--- src/rtl/mmio_uart_tx.sv ---
// rtl/mmio_uart_tx.sv - MMIO byte-store UART transmitter, 8N1, LSB first, with FIFO
// Optional sticky overrun flag in STATUS[3] when built with MMIO_UART_OVERRUN_EN defined.
module mmio_uart_tx #(
    parameter logic [31:0] BASE_ADDR    = 32'h0001_0000,
    parameter int          CLKS_PER_BIT = 16,
    parameter int          DEPTH        = 4
) (
    input  logic        clk,
    input  logic        reset_n,
    input  logic        mem_write,
    input  logic [31:0] mem_addr,
    input  logic [31:0] mem_wdata,
    output logic        hit,
    output logic [31:0] rd_data,
    output logic        tx
);
    localparam int PW = $clog2(DEPTH);
    localparam int CW = $clog2(CLKS_PER_BIT);

    typedef enum logic [1:0] {IDLE, START, DATA, STOP} state_t;

    state_t          state, state_next;
    logic [7:0]      fifo_mem [DEPTH];
    logic [PW-1:0]   rd_ptr, wr_ptr;
    logic [PW:0]     count;
    logic [CW-1:0]   baud_cnt;
    logic [2:0]      bit_cnt;
    logic [7:0]      shreg;
    logic            tx_q;
    logic            full, empty, busy, overrun;
    logic            data_hit, push, pop, baud_end;
    logic            unused_wdata;

    assign unused_wdata = ^mem_wdata[31:8];

    assign full     = (count == (PW+1)'(DEPTH));
    assign empty    = (count == '0);
    assign busy     = (state != IDLE);
    assign data_hit = mem_write && (mem_addr == BASE_ADDR);
    // Full comes from the pre-edge count, so a store never rides on a same-cycle pop.
    assign push     = data_hit && !full;
    assign baud_end = (baud_cnt == CW'(CLKS_PER_BIT - 1));

    assign hit     = (mem_addr[31:3] == BASE_ADDR[31:3]);
    assign rd_data = (mem_addr == BASE_ADDR + 32'd4) ? {28'd0, overrun, empty, busy, full} : 32'd0;
    assign tx      = tx_q;

    always_ff @(posedge clk or negedge reset_n) begin
        if (!reset_n) state <= IDLE;
        else          state <= state_next;
    end

    always_comb begin
        state_next = state;
        pop        = 1'b0;
        case (state)
            IDLE: if (!empty) begin
                pop        = 1'b1;
                state_next = START;
            end
            START: if (baud_end) state_next = DATA;
            DATA:  if (baud_end && bit_cnt == 3'd7) state_next = STOP;
            STOP: if (baud_end) begin
                if (!empty) begin
                    pop        = 1'b1;
                    state_next = START;
                end else begin
                    state_next = IDLE;
                end
            end
            default: state_next = IDLE;
        endcase
    end

    always_ff @(posedge clk) begin
        if (push) fifo_mem[wr_ptr] <= mem_wdata[7:0];
    end

    always_ff @(posedge clk or negedge reset_n) begin
        if (!reset_n) begin
            rd_ptr <= '0;
            wr_ptr <= '0;
            count  <= '0;
        end else begin
            if (push) wr_ptr <= wr_ptr + 1'b1;
            if (pop)  rd_ptr <= rd_ptr + 1'b1;
            case ({push, pop})
                2'b10:   count <= count + 1'b1;
                2'b01:   count <= count - 1'b1;
                default: count <= count;
            endcase
        end
    end

    // The popped byte lives in shreg for the whole frame; later stores only touch the FIFO.
    always_ff @(posedge clk or negedge reset_n) begin
        if (!reset_n) begin
            baud_cnt <= '0;
            bit_cnt  <= '0;
            shreg    <= '0;
            tx_q     <= 1'b1;
        end else if (pop) begin
            shreg    <= fifo_mem[rd_ptr];
            baud_cnt <= '0;
            bit_cnt  <= '0;
            tx_q     <= 1'b0;
        end else if (state != IDLE) begin
            if (baud_end) begin
                baud_cnt <= '0;
                case (state)
                    START: begin
                        tx_q  <= shreg[0];
                        shreg <= shreg >> 1;
                    end
                    DATA: begin
                        if (bit_cnt == 3'd7) begin
                            tx_q <= 1'b1;
                        end else begin
                            tx_q    <= shreg[0];
                            shreg   <= shreg >> 1;
                            bit_cnt <= bit_cnt + 1'b1;
                        end
                    end
                    default: tx_q <= 1'b1;
                endcase
            end else begin
                baud_cnt <= baud_cnt + 1'b1;
            end
        end
    end

`ifdef MMIO_UART_OVERRUN_EN
    logic status_store;
    assign status_store = mem_write && (mem_addr == BASE_ADDR + 32'd4);

    always_ff @(posedge clk or negedge reset_n) begin
        if (!reset_n)                overrun <= 1'b0;
        else if (data_hit && full)   overrun <= 1'b1;
        else if (status_store)       overrun <= 1'b0;
    end
`else
    assign overrun = 1'b0;
`endif

endmodule

--- config.mk ---
export PLATFORM = sky130hd
export DESIGN_NAME = mmio_uart_tx
export DESIGN_NICKNAME = d
export VERILOG_FILES = /design/src/rtl/mmio_uart_tx.sv
export SDC_FILE = /design/constraint.sdc
export NUM_CORES = 1
export LEC_CHECK = 0
export CAP_MARGIN = 20
export CORE_MARGIN = 1.5
export CORE_UTILIZATION = 41
export CTS_BUF_LIST = sky130_fd_sc_hd__clkbuf_4 sky130_fd_sc_hd__clkbuf_8 sky130_fd_sc_hd__clkbuf_16
export CTS_CLUSTER_SIZE = 25
export DETAILED_ROUTE_END_ITERATION = 10
export PLACE_DENSITY = 0.76
export SYNTH_ARGS = -nofsm -noshare
export SYNTH_HDL_FRONTEND = slang
export SYNTH_SLANG_ARGS = --single-unit
--- constraint.sdc ---
create_clock -name clk -period 2.7 [get_ports clk]
set_input_delay 0.27 -clock clk [delete_from_list [all_inputs] [get_ports clk]]
set_output_delay 0.27 -clock clk [all_outputs]
set_load 0.03 [all_outputs]
==> results of run 1 <==
[registers in the layout, indices dropped and copies added, names as in the netlist]
signal,flops
fifo_mem,32
state,2
bit_cnt,3
rd_ptr,2
tx,1
baud_cnt,4
wr_ptr,2
count,3
shreg,8
[cells by family (layout without fill, tap and decap cells)]
kind of cell / after synthesis / in the layout / share of synthesized area, %
flip-flops: 57 / 57 / 53.9
XOR/XNOR: 6 / 6 / 1.78
other: 1 / 29 / 0.127
adder cells (fa/ha/maj): 14 / 14 / 6.20
buffers and inverters: 43 / 83 / 9.47
AO/OA/AOI/OAI: 21 / 21 / 6.46
multiplexers: 28 / 28 / 13.7
AND/OR/NAND/NOR: 43 / 43 / 8.37
[worst max path at each step]
stage	start	to	slack [ns]
2_1_floorplan	state[0]$_DFFE_PN0P_	count[2]$_DFFE_PN0P_	0.09
3_3_place_gp	mem_addr[18]	count[2]$_DFFE_PN0P_	0.08
3_5_place_dp	mem_addr[12]	count[2]$_DFFE_PN0P_	0.04
4_1_cts	mem_addr[12]	rd_data[2]	0.05
5_1_grt	mem_addr[9]	rd_data[1]	0.02
6_report	mem_addr[12]	rd_data[1]	0.17
[timing repair]
action | CTS | global route
hold buffers | 0 | 0
gates resized for setup | 0 | 1
endpoints found under the setup margin | 0 | 1
endpoints found under the hold margin | 0 | 0
[cell usage in the layout (no fill, tap or decap), types with 2 or more instances in the layout]
master / instances
clkdlybuf4s50_1: 45
edfxtp_1: 32
conb_1: 29
dfrtp_1: 24
mux2_2: 18
ha_1: 13
inv_1: 10
nor2_1: 9
clkbuf_8: 9
mux4_2: 8
nor4_1: 7
buf_4: 7
nand2_1: 5
and2_1: 5
nor3_1: 4
buf_12: 4
nand4_1: 3
xnor2_1: 3
xor2_1: 3
a21oi_1: 3
nor2b_1: 3
o21ai_0: 3
a22o_1: 3
bufinv_16: 3
a2111oi_4: 2
a211oi_1: 2
mux2i_1: 2
clkinvlp_4: 2
[per-layer routing]
layer | GRT usage (%) | up-vias
li1 | - | 850
met2 | 25.8 | 47
met1 | 17.9 | 885
met5 | 0 | -
met4 | 7.36 | 0
met3 | 4.15 | 10
[per-stage QoR]
step	setup WS (ns)	hold slack (ns)	util [%]
floorplan	0.0943	-0.0256	-
global placement	0.0782	0.480	51.3
detailed placement	0.0412	0.488	51.3
CTS	0.0496	0.309	54.8
global route	0.0248	0.343	54.8
finish	0.174	0.310	54.8
[power by group]
group	internal, mW	switching, mW
clock	0.612	0.352
combinational	0.0697	0.0827
sequential	0.931	0.00900
[layout make-up]
type	instances	area share (%)
well taps	96	3.19
flip-flops and latches	57	42.2
inverters	10	0.997
repair buffers	57	15.8
clock buffers	9	3.29
clock inverters	7	3.12
multi-input cells	141	31.4
==> results by group, run 1 <==
Routing
  – WL met2: 2580 um
  – Highest Signal Layer: met4
  – Vias/cell: 4.75
  – WL per Instance: 13.3 um
  – Routed met1 length: 2150 um
  – Detailed Route WL: roughly 5000 um
  – Via Count: between 1,500 and 2,000
  – Drt pass-1 iters: 4
  – Detail Route Antenna Nets: 0
  – # DRC: 0
  – Met3 routed wirelength: ~210 um
  – Iter 0 DRT Violations: 52

Critical path
  – CP max stage delay: 0.72 ns
  – Crit-path cells: clkdlybuf4s50_1 -> nor4_1 -> nand4_1 -> nor4_1 -> clkdlybuf4s50_1
  – Crit end category: output port
  – CP delay by family, top: buffers and inverters
  – FF-to-FF setup slack: 0.34 ns
  – CP max FO: 3
  – CP Data Required Time: 2.43 ns
  – Worst Path Buf+Inv: 2
  – Startpoint types: primary input
  – RR Endpoint: count[2]$_DFFE_PN0P_
  – Worst r2r path cells: 10
  – Critical path depth in cells: 5
  – CP Class: primary input to output port
  – Worst EP arrival: 2.26 ns
  – R2r startpoint: state[0]$_DFFE_PN0P_
  – Slowest stage cell, crit path: clkdlybuf4s50_1

Floorplanning
  – Cell row count: 30
  – Total core area: 0.00687 mm2
  – Initial core utilization: 42.9%
  – Floorplan die height: approximately 90 um
  – Die Area: between 0.007 and 0.008 mm2
  – Num ports: just over 100
  – DIE WIDTH: 87.8 um

Finish
  – Storage cell area: 0.00159 mm2
  – Antenna Cells: 0
  – Area of the multi-input gates: 0.00118 mm2
  – Final Net Count: 357
  – P&R area growth vs syn: 27.9%
  – Non-filler cells, final: 377
  – Share of cells above drive strength 1: 20.6%
  – Final Cell Area: 0.00377 mm2
  – Layout fillers: approximately 570

Yosys
  – Yosys top cell area share: approximately 33%
  – Ys async rst share: a little over two fifths
  – Syn Inst Count: between 200 and 250
  – Seq/Total Area, Yosys: between 50 and 60%
  – Post-synth top flop: edfxtp_1
  – YS warnings: 0
  – Most common cell in the netlist: edfxtp_1
  – Post-synth EDFFs: 32
  – Syn Std Cell Area: 0.00295 mm2
  – Avg Synthesized Cell Area: 13.8 um2
  – Synth cell types: 44
  – Register bit total from synthesis: 57
  – Area contributors post-synth: edfxtp_1 33%, dfrtp_1 20%, buf_4 7.4%
  – List of most frequent post-synthesis cells: 32 x edfxtp_1, 29 x buf_4, 24 x dfrtp_1
  – Cell taking the most area after synthesis: edfxtp_1

Global routing
  – Grt ovf: 0
  – First-pass GRT wire length: 8810 um
  – Initial antenna violation count: 0
  – Largest net degree at the start of global routing: 26
  – All-Layer GR Usage: 15.3%
  – Vias in the first global route: 1,943

Timing
  – Worst-Margin Slew: 0.554 ns
  – Final Max Tran Viols: 0
  – Worst Skew: roughly 0.0024 ns
  – Slew HR: 63.1%
  – Fin. Hold Viols: 0
  – Post-route minimum period: 2.53 ns
  – RSZ-0062 raised after global routing: false
  – Maximum clock rate: 0.396 GHz
  – Setup TNS: 0 ns
  – Crit share post-route: 93.6%
  – Setup-failing EPs final: 0

Clock network
  – Worst-path clk slew: 0.07 ns
  – CTS H-tree depth: 3
  – CTS Buf Count: 9
  – Clock Path Buffers: 2
  – Clk Latency, worst-skew pair: 0.33 ns
  – Clk sinks: 57
  – Postcts setup bufs: 0
  – CTS tree: done
  – Root buffer cell: clkbuf_8

Place
  – Port bufs: 47
  – Placed cell areas: 0.00352 mm2
  – Routability cong.: 0.763
  – Placed Instances: 361
  – Detailed-placement wirelength estimate: between 3000 and 4000 um

Run
  – Max-cap violations: 0

Min path
  – Worst Hold Class: primary input to async pin

Power
  – Worst vdd ir: between 0.0004 and 0.0005 V
  – Tot Pwr: approximately 2.1 mW
  – P_leak: 1.52 nW
  – Power density over cell area: 546 mW/mm2

Outcome
  – Run status: finished clean
Note: power is estimated with default switching activity, not from simulation.
==> inputs of run 2 (changes only) <==
--- a/config.mk
+++ b/config.mk
@@ -12,6 +12,7 @@
 export CTS_CLUSTER_SIZE = 25
 export DETAILED_ROUTE_END_ITERATION = 10
 export PLACE_DENSITY = 0.76
+export SKIP_LAST_GASP = 1
 export SYNTH_ARGS = -nofsm -noshare
 export SYNTH_HDL_FRONTEND = slang
 export SYNTH_SLANG_ARGS = --single-unit
==> results of run 2 <==
Final layout, timing and power as in run 1 (identical DEF).
==> inputs of run 3 (changes only) <==
--- a/config.mk
+++ b/config.mk
@@ -12,6 +12,7 @@
 export CTS_CLUSTER_SIZE = 25
 export DETAILED_ROUTE_END_ITERATION = 10
 export PLACE_DENSITY = 0.76
+export SKIP_CTS_REPAIR_TIMING = 1
 export SKIP_LAST_GASP = 1
 export SYNTH_ARGS = -nofsm -noshare
 export SYNTH_HDL_FRONTEND = slang
==> results of run 3 <==
Final layout, timing and power as in run 1 (identical DEF).
